<file path="config.mk">
export PLATFORM = sky130hd
export DESIGN_NAME = mmio_tx_fifo
export DESIGN_NICKNAME = d
export VERILOG_FILES = /design/src/rtl/mmio_tx_fifo_pkg.sv /design/src/rtl/mmio_tx_fifo_sync_fifo.sv /design/src/rtl/mmio_tx_fifo.sv
export SDC_FILE = /design/constraint.sdc
export NUM_CORES = 1
export LEC_CHECK = 0
export ABC_AREA = 0
export CORE_MARGIN = 5
export CORE_UTILIZATION = 55
export CTS_BUF_LIST = sky130_fd_sc_hd__clkbuf_8
export CTS_CLUSTER_DIAMETER = 40
export DETAILED_ROUTE_END_ITERATION = 10
export GPL_TIMING_DRIVEN = 0
export PLACE_DENSITY_LB_ADDON = 0.1
export SYNTH_ARGS = -nofsm -noshare
export SYNTH_HDL_FRONTEND = slang
export SYNTH_SLANG_ARGS = --single-unit
export TNS_END_PERCENT = 20
</file>
<file path="constraint.sdc">
create_clock -name clk -period 6.3 [get_ports clk]
set_input_delay 0.63 -clock clk [delete_from_list [all_inputs] [get_ports clk]]
set_output_delay 0.63 -clock clk [all_outputs]
set_load 0.05 [all_outputs]
</file>
<file path="src/rtl/mmio_tx_fifo_pkg.sv">
// Register offsets, STATUS/CTRL bit positions and the STATUS word packer shared by the
// MMIO TX FIFO responder.
package mmio_tx_fifo_pkg;

    typedef enum logic [1:0] {
        MMIO_OFF_DATA   = 2'd0,
        MMIO_OFF_STATUS = 2'd1,
        MMIO_OFF_THRESH = 2'd2,
        MMIO_OFF_CTRL   = 2'd3
    } mmio_off_e;

    localparam int STATUS_EMPTY     = 0;
    localparam int STATUS_FULL      = 1;
    localparam int STATUS_OVF       = 2;
    localparam int STATUS_COUNT_LSB = 8;
    localparam int CTRL_FLUSH       = 0;

    function automatic logic [31:0] status_word(input logic [7:0] cnt, input logic ovf,
                                                input logic full, input logic empty);
        logic [31:0] w;
        w = '0;
        w[STATUS_COUNT_LSB +: 8] = cnt;
        w[STATUS_OVF]            = ovf;
        w[STATUS_FULL]           = full;
        w[STATUS_EMPTY]          = empty;
        return w;
    endfunction

endpackage

</file>
<file path="src/rtl/mmio_tx_fifo_sync_fifo.sv">
// Single-clock word FIFO with flush; head is a combinational peek of the oldest entry.
// Push into a full FIFO is accepted only when a pop happens in the same cycle.
module mmio_tx_fifo_sync_fifo #(
    parameter int DEPTH = 8,
    parameter int AW    = 3
) (
    input  logic          clk,
    input  logic          rst,
    input  logic          push,
    input  logic          pop,
    input  logic          flush,
    input  logic [31:0]   data_in,
    output logic          full,
    output logic          empty,
    output logic [AW:0]   count,
    output logic [AW:0]   count_next,
    output logic [31:0]   head
);

    localparam logic [AW:0]   CNT_ONE = 1;
    localparam logic [AW-1:0] PTR_ONE = 1;

    logic [31:0]   mem [DEPTH];
    logic [AW-1:0] wr_ptr;
    logic [AW-1:0] rd_ptr;
    logic          do_push;
    logic          do_pop;

    assign empty = (count == '0);
    assign full  = (count == (AW+1)'(DEPTH));

    // Flush outranks everything; a pop frees the slot a same-cycle push needs.
    assign do_pop  = pop && !empty && !flush;
    assign do_push = push && !flush && (!full || do_pop);

    always_comb begin
        count_next = count;
        if (flush)
            count_next = '0;
        else if (do_push && !do_pop)
            count_next = count + CNT_ONE;
        else if (do_pop && !do_push)
            count_next = count - CNT_ONE;
    end

    always_ff @(posedge clk) begin
        if (!rst) begin
            wr_ptr <= '0;
            rd_ptr <= '0;
            count  <= '0;
        end else begin
            count <= count_next;
            if (flush) begin
                wr_ptr <= '0;
                rd_ptr <= '0;
            end else begin
                if (do_push) wr_ptr <= wr_ptr + PTR_ONE;
                if (do_pop)  rd_ptr <= rd_ptr + PTR_ONE;
            end
        end
    end

    always_ff @(posedge clk) begin
        if (rst && do_push)
            mem[wr_ptr] <= data_in;
    end

    assign head = empty ? '0 : mem[rd_ptr];

endmodule

</file>
<file path="src/rtl/mmio_tx_fifo.sv">
// CPU-store-fed TX FIFO on the data-memory port, drained by a valid/ready sink.
// Optional MMIO_FIFO_IRQ_EN adds a registered drain-to-threshold interrupt output.
module mmio_tx_fifo
    import mmio_tx_fifo_pkg::*;
#(
    parameter logic [31:0] BASE_ADDR = 32'h0000_0100,
    parameter int          DEPTH     = 8,
    parameter int          AW        = 3
) (
    input  logic        clk,
    input  logic        rst,
    input  logic        dm_write,
    input  logic [31:0] dm_addr,
    input  logic [31:0] dm_data_in,
    output logic [31:0] dm_data_out,
    output logic        out_valid,
    output logic [31:0] out_data,
    input  logic        out_ready
`ifdef MMIO_FIFO_IRQ_EN
    ,
    output logic        irq
`endif
);

    logic          sel;
    logic          wr;
    mmio_off_e     off;
    logic          push;
    logic          pop;
    logic          flush;
    logic          full;
    logic          empty;
    logic [AW:0]   count;
    logic [AW:0]   count_next;
    logic [31:0]   head;
    logic          ovf;
    logic [7:0]    thresh;
    logic [7:0]    count8;
    logic          unused_addr_bits;

    assign sel   = (dm_addr[31:4] == BASE_ADDR[31:4]);
    assign off   = mmio_off_e'(dm_addr[3:2]);
    assign wr    = sel && dm_write;
    assign push  = wr && (off == MMIO_OFF_DATA);
    assign flush = wr && (off == MMIO_OFF_CTRL) && dm_data_in[CTRL_FLUSH];
    assign pop   = out_valid && out_ready;
    assign unused_addr_bits = ^dm_addr[1:0];

    mmio_tx_fifo_sync_fifo #(
        .DEPTH (DEPTH),
        .AW    (AW)
    ) u_fifo (
        .clk        (clk),
        .rst        (rst),
        .push       (push),
        .pop        (pop),
        .flush      (flush),
        .data_in    (dm_data_in),
        .full       (full),
        .empty      (empty),
        .count      (count),
        .count_next (count_next),
        .head       (head)
    );

    assign out_valid = !empty;
    assign out_data  = head;
    assign count8    = 8'(count);

    always_ff @(posedge clk) begin
        if (!rst) begin
            ovf    <= 1'b0;
            thresh <= '0;
        end else begin
            if (wr && off == MMIO_OFF_STATUS)
                ovf <= 1'b0;
            else if (push && full && !pop)
                ovf <= 1'b1;
            if (wr && off == MMIO_OFF_THRESH)
                thresh <= dm_data_in[7:0];
        end
    end

    always_comb begin
        dm_data_out = '0;
        if (sel) begin
            unique case (off)
                MMIO_OFF_DATA:   dm_data_out = head;
                MMIO_OFF_STATUS: dm_data_out = status_word(count8, ovf, full, empty);
                MMIO_OFF_THRESH: dm_data_out = {24'b0, thresh};
                MMIO_OFF_CTRL:   dm_data_out = '0;
            endcase
        end
    end

`ifdef MMIO_FIFO_IRQ_EN
    // Compares the post-update occupancy so irq tracks count without an extra cycle of lag.
    always_ff @(posedge clk) begin
        if (!rst)
            irq <= 1'b0;
        else
            irq <= (8'(count_next) <= thresh) && (thresh != 8'd0);
    end
`else
    logic unused_count_next;
    assign unused_count_next = ^count_next;
`endif

endmodule

</file>
==> impl_metrics.csv, run 1 <==
group,metric,value,unit
clock_network,cts_setup_buffers,0,
timing,finalCritPeriodShare,0.673,
routing,first_iter_violations,501,
power,powerDensity,244,mW/mm2
timing,rsz0062_at_grt,"no",
timing,period_minus_slack,4.24,ns
placement,hpwl,18700,um
power,share_seq_of_total_power,0.576,
critical_path,path_delay_family,"buffers and inverters",
clock_network,cts_made_buffers,43,
clock_network,cts.sinks,278,
yosys,ys_warn_count,0,
clock_network,cts_tree,"done",
yosys,synth_top_area_cell,"edfxtp_1",
cells_and_area,drive_gt1_frac,0.206,
clock_network,clock_latency,0.54,ns
yosys,synthTopCellsByArea,"edfxtp_1 67%, mux4_2 11%, dfxtp_1 3.8%",
yosys,synthCells,669,
critical_path,rrSetupSlack,2.96,ns
placement,portBuffers,130,
placement,gp_congestion,0.850,
critical_path,cpMostUsedCell,"clkbuf_1",
timing,max-slew-margin-rel,0.453,
critical_path,path_buf_inv,4,
floorplanning,die_area,0.0240,mm2
power,peakVddDrop,243,uV
yosys,yosysSeqAreaShare,0.705,
power,p_comb_frac,0.024,
routing,postRouteAntennaNets,0,
timing,fmax,236,MHz
yosys,yosysUniqueCellTypes,49,
critical_path,crit_fanout,10,
power,p_sw,0.711,mW
timing,skew,0.0153,ns
global_route,grt_max_degree,24,
cells_and_area,final_util,0.689,
yosys,synth_ff_type,"edfxtp_1",
yosys,yosysTopAreaCellShare,0.667,
critical_path,crit_chain,"clkbuf_1 > clkbuf_1 > clkbuf_1 > nand2_1 > a21oi_1 > and3_1 > clkdlybuf4s50_1",
yosys,syn_avg_cell_area,17.2,um2
floorplanning,row_count,53,
critical_path,end_kind,"primary output",
global_route,grt_pass1_wl,42000,um
routing,wl_per_cell,23.0,um
run_status,run_status,"finished clean",
timing,worst_slack,2.06,ns
global_route,antenna_found_initial,1,
timing,hold_viol_final,0,
critical_path,cp-start-kind,"flip-flop",
power,pwr-share-clk,0.400,
floorplanning,die_x,155,um
floorplanning,die_height,155,um
cells_and_area,fill_cells,1426,
critical_path,critPathMaxStageDelay,0.80,ns
cells_and_area,layout.nets,951,
clock_network,cts_resized,0,
cells_and_area,multi_input_area,0.00321,mm2
routing,drt_pre_antenna_iters,5,
yosys,syn_area,0.0115,mm2
yosys,syn_nets,743,
global_route,grt_remaining_overflow,0,
floorplanning,io_pins,133,
timing,worst_pin_slew,0.814,ns
routing,via_per_inst,5.80,
cells_and_area,syn_to_final_growth,24.5,%
global_route,grt_pass1_vias,7414,
critical_path,cp.arrival,3.61,ns
clock_network,htreeDepth,2,
clock_network,cts.path.max_buffers,3,
routing,drt_wl_total,27300,um
power,internal-power,2.78,mW
yosys,async_reset_ff_frac,0,
routing,vias,6885,
clock_network,clk_pin_slew,0.06,ns
yosys,synth_enable_flop_cells,256,
power,switching_share,0.203,
routing,drc_errors,0,
critical_path,worst_ep_required_time,5.67,ns
placement,pre_cts_ws,2.16,ns
critical_path,slowest_stage,"clkdlybuf4s50_1",
cells_and_area,diodes,0,
critical_path,critical_path_class,"flip-flop to primary output",
clock_network,cts-root-buf,"clkbuf_8",
worst_hold_path,hp-class,"flip-flop to flip-flop",
timing,slew_viol_final,0,
cells_and_area,register_area,0.00813,mm2
power,p_leak,4.67,nW
global_route,grt_use_total,0.231,
yosys,synth-seq-cells,278,
timing,setup_viol,0,
floorplanning,floorplan.initialDensity,0.554,
clock_network,holdBufCountCts,0,
run,cap_violations,0,
floorplanning,core,0.0208,mm2
[cell usage after synthesis (2+ instances only)]
cell type,number
nor3_1,5
buf_4,4
dfxtp_1,22
ha_1,5
a22oi_1,4
xor2_1,3
or2_2,2
nand3_1,10
buf_6,3
nand3b_1,2
buf_2,12
mux4_2,57
nor2_1,24
clkbuf_1,17
or4_1,2
and3_1,25
nand2b_1,28
nand4_1,7
edfxtp_1,256
buf_1,3
a211oi_1,4
nor2b_1,3
nor3b_1,6
nand4_2,2
nor4_1,6
and4_1,2
inv_1,5
o31ai_1,7
o21ai_2,2
mux2i_1,30
nand2_1,60
nor4_4,5
a21oi_1,30
[state kept, by name, summed over array words and instances, names as in the netlist, named ones only]
register	cells
ovf	1
u_fifo.mem	256
u_fifo.wr_ptr	3
thresh	8
u_fifo.count	4
u_fifo.rd_ptr	3
[cell usage in the layout (no fill, tap or decap), drive strengths merged, types with 5 or more instances in the layout]
master,instances
nor3b,6
clkbuf,64
buf,55
nor4,12
mux4,57
dfxtp,22
nor2,24
ha,5
clkinv,19
and3,25
o31ai,7
nand2b,28
clkdlybuf4s50,130
nand2,60
edfxtp,256
a21oi,30
nand3,10
nand4,9
nor3,6
inv,18
mux2i,30
[cell families after synthesis]
kind of cell	after synthesis	synth area share
muxes	87	0.137
buffers and inverters	45	0.0192
AOI/OAI and AO/OA	53	0.0286
adders and majority gates	6	0.00716
and+or+nand+nor	196	0.0994
DFF	278	0.705
xor gates and xnor gates	4	0.00304
[worst paths after layout]
| kind | start | end | cells after the start |
|---|---|---|---|
| worst max register to register | u_fifo.count[0]$_SDFFE_PP0P_ | u_fifo.count[3]$_SDFFE_PP0P_ | 12 |
| worst min-delay path | thresh[3]$_SDFFE_PN0P_ | thresh[3]$_SDFFE_PN0P_ | 2 |
| worst max-delay path | flip-flop | dm_data_out[23] | 7 |
| worst min register to register | thresh[3]$_SDFFE_PN0P_ | thresh[3]$_SDFFE_PN0P_ | 2 |
[tightest hold or removal path: cells and delay by family (launching register included)]
family	cells	cell delay [ns]
flip-flops	1	0.31
AND/OR/NAND/NOR	1	0.06
multiplexers	1	0.05
[power by group through the flow]
stage / clock network, mW / logic, mW / registers (mW)
after CTS: 1.43 / 0.0833 / 2.01
after detailed placement: 0 / 0.0829 / 2.05
after global placement: 0 / 0.0786 / 2.05
final: 1.40 / 0.0837 / 2.01
after floorplan: 0 / 0.0119 / 2.05
after global routing: 1.53 / 0.0889 / 2.01
[metal layers]
metal	GRT usage	share of wire	wire [um]
met3	0.0476	0.056	1520
met4	0.0786	0.025	689
met5	0	0.00026	7
met1	0.311	0.42	11600
met2	0.382	0.49	13500
[area by class of cell]
type                    count  share of cell area
plain buffers              39              0.0139
inverters                   6             0.00157
clock buffers              47              0.0451
clock inverters            33              0.0115
flip-flops and latches    278               0.567
multi-input cells         346               0.224
repair buffers            163               0.113
well taps                 275              0.0240
[through the flow]
| stage | cells | area (um2) | TNS (ns) | hold WS [ns] | power, mW |
|---|---|---|---|---|---|
| 5_1_grt | 1187 | 14300 | 0 | 0.499 | 3.62 |
| 3_5_place_dp | 1107 | 13500 | 0 | 0.458 | 2.13 |
| 3_3_place_gp | 1074 | 13200 | -381.03 | 0.444 | 2.13 |
| 2_1_floorplan | 669 | 11500 | 0 | 0.434 | 2.06 |
| 4_1_cts | 1187 | 14300 | 0 | 0.467 | 3.52 |
| 6_report | 1187 | 14300 | 0 | 0.467 | 3.50 |
(Power assumes the default switching activity.)
==> run 2: changes to the inputs <==
--- a/config.mk
+++ b/config.mk
@@ -7,7 +7,7 @@
 export LEC_CHECK = 0
 export ABC_AREA = 0
 export CORE_MARGIN = 5
-export CORE_UTILIZATION = 55
+export CORE_UTILIZATION = 52
 export CTS_BUF_LIST = sky130_fd_sc_hd__clkbuf_8
 export CTS_CLUSTER_DIAMETER = 40
 export DETAILED_ROUTE_END_ITERATION = 10
==> constraint.sdc (replaced) <==
create_clock -name clk -period 3.9 [get_ports clk]
set_input_delay 0.39 -clock clk [delete_from_list [all_inputs] [get_ports clk]]
set_output_delay 0.39 -clock clk [all_outputs]
set_load 0.05 [all_outputs]
==> impl_metrics.csv, run 2 (synthesis results as in run 1) <==
group,metric,value,unit
run_status,run_status,"finished clean",
global_route,busiest_layer,"met2",
clock_network,cts_tree,"done",
timing,hold_viol_final,0,
timing,worst_pin_slew,0.928,ns
critical_path,cp.arrival,3.33,ns
cells_and_area,final_area,0.0143,mm2
global_route,grt_pass1_vias,7276,
critical_path,worst_ep_required_time,3.51,ns
critical_path,critical_path_class,"flip-flop to primary output",
global_route,antenna_found_initial,2,
routing,vias,6908,
critical_path,critPathMaxStageDelay,0.85,ns
clock_network,htreeDepth,2,
cells_and_area,drive_gt1_frac,0.209,
floorplanning,die_area,0.0252,mm2
power,powerDensity,392,mW/mm2
critical_path,rrSetupSlack,0.61,ns
critical_path,cp-start-kind,"flip-flop",
global_route,grt_remaining_overflow,0,
critical_path,crit_chain,"buf_2 > buf_2 > buf_2 > mux2i_1 > nand2_1 > nand4_1 > a211oi_1 > clkdlybuf4s50_1",
global_route,grt_use_total,0.216,
worst_hold_path,worstHoldEndpoint,"thresh[7]$_SDFFE_PN0P_",
timing,finalCritPeriodShare,0.955,
clock_network,holdBufCountCts,0,
cells_and_area,diodes,0,
critical_path,path_depth,8,
clock_network,cts-root-buf,"clkbuf_8",
floorplanning,die_height,159,um
timing,setup_tns,0,ns
floorplanning,floorplan.initialDensity,0.528,
worst_hold_path,hp-class,"flip-flop to flip-flop",
routing,postRouteAntennaNets,0,
cells_and_area,reg_top3,"u_fifo.mem (256), thresh (8), u_fifo.count (4)",
cells_and_area,final_common_cell,"edfxtp_1",
floorplanning,core,0.0218,mm2
placement,hpwl,18700,um
clock_network,cts.sinks,278,
routing,wl_per_cell,23.0,um
cells_and_area,largest_reg_flops,256,
cells_and_area,top_register,"u_fifo.mem",
worst_hold_path,hold-path-cell-count,2,
critical_path,cpMostUsedCell,"buf_2",
critical_path,reg2reg_depth,12,
critical_path,crit_fanout,10,
timing,skew,0.0254,ns
cells_and_area,layout.nets,949,
worst_hold_path,hold_start,"thresh[7]$_SDFFE_PN0P_",
timing,slew_viol_final,0,
placement,portBuffers,130,
critical_path,path_buf_inv,4,
routing,drc_errors,0,
global_route,grt_max_degree,31,
global_route,use_met2,0.356,
critical_path,path_delay_family,"buffers and inverters",
placement,gp_congestion,0.816,
placement,place_area,0.0135,mm2
global_route,use_met3,0.0454,
routing,drt_wl_total,27300,um
timing,rsz0062_at_grt,"no",
critical_path,end_kind,"primary output",
routing,drt_pre_antenna_iters,5,
run,cap_violations,0,
routing,first_iter_violations,551,
timing,fmax,268,MHz
cells_and_area,syn_to_final_growth,24.3,%
placement,pre_cts_ws,0.132,ns
cells_and_area,layout_common_cells,"256 x edfxtp_1, 121 x clkdlybuf4s50_1, 60 x nand2_1",
critical_path,slowest_stage,"clkdlybuf4s50_1",
power,peakVddDrop,260,uV
global_route,grtUsageMet1,0.297,
critical_path,r2r_end,"u_fifo.count[3]$_SDFFE_PP0P_",
power,p_leak,4.81,nW
floorplanning,row_count,54,
clock_network,clock_latency,0.54,ns
power,fin_total_pwr,5.62,mW
timing,setup_viol,0,
clock_network,cts.path.max_buffers,3,
critical_path,r2r-start,"u_fifo.count[0]$_SDFFE_PP0P_",
timing,max-slew-margin-rel,0.376,
routing,via_per_inst,5.82,
timing,period_minus_slack,3.72,ns
global_route,grt_pass1_wl,42800,um
clock_network,cts_made_buffers,44,
floorplanning,io_pins,133,
floorplanning,die_x,159,um
clock_network,clk_pin_slew,0.06,ns
timing,worst_slack,0.175,ns
-- run 2: changes by cell type in the layout (fill, tap and decap cells not counted), sizes merged --
cell           previous run  this run
clkdlybuf4s50           130       121
clkinvlp                  1         2
dlymetal6s2s              0         9
buf                      55        51
inv                      18        16
clkinv                   19        18
-- run 2: final cells by class --
type | count | area (um2)
inverters | 6 | 22.5
plain buffers | 39 | 205
clock inverters | 31 | 160
multi-input cells | 346 | 3210
well taps | 280 | 350
repair buffers | 160 | 1610
clock buffers | 46 | 633
flip-flops and latches | 278 | 8130
fillers | 1570 | 7500
-- run 2: tightest hold or removal path, cell delays in order, from the launching register on --
cell,delay [ns]
dfxtp_1,0.31
nand2_1,0.05
mux2i_1,0.05
-- run 2: power by group --
group,internal [mW],switching (mW),total (mW)
combinational,0.0659,0.0686,0.134
sequential,3.25,0.0000000000893,3.25
clock,1.16,1.07,2.23
-- run 2: timing repair --
item                       in CTS  in global routing
gates resized for setup         3                 12
pin swaps                       0                  0
buffers inserted                0                  0
setup endpoints to repair      24                 21
-- run 2: worst max-delay path by stage --
stage	endpoint	slack (ns)
after global routing	dm_data_out[11]	0.001
after floorplan	u_fifo.mem[2][0]$_DFFE_PP_	-1.14
after detailed placement	u_fifo.count[3]$_SDFFE_PP0P_	0.13
after CTS	dm_data_out[15]	0.04
after global placement	u_fifo.mem[2][27]$_DFFE_PP_	-4.94
final	dm_data_out[11]	0.18
-- run 2: stage by stage --
stage | std cells | hold slack, ns | util
after global routing | 1186 | 0.498 | 0.656
after floorplan | 669 | 0.434 | -
after detailed placement | 1109 | 0.461 | 0.619
after global placement | 1079 | 0.446 | 0.604
after CTS | 1186 | 0.469 | 0.655
final | 1186 | 0.469 | 0.656
-- run 2: per-layer routing --
layer / wire, um / up-vias
met4: 525 / 4
li1: - / 3077
met1: 11500 / 3491
met5: 21 / -
met2: 13300 / 288
met3: 1970 / 48
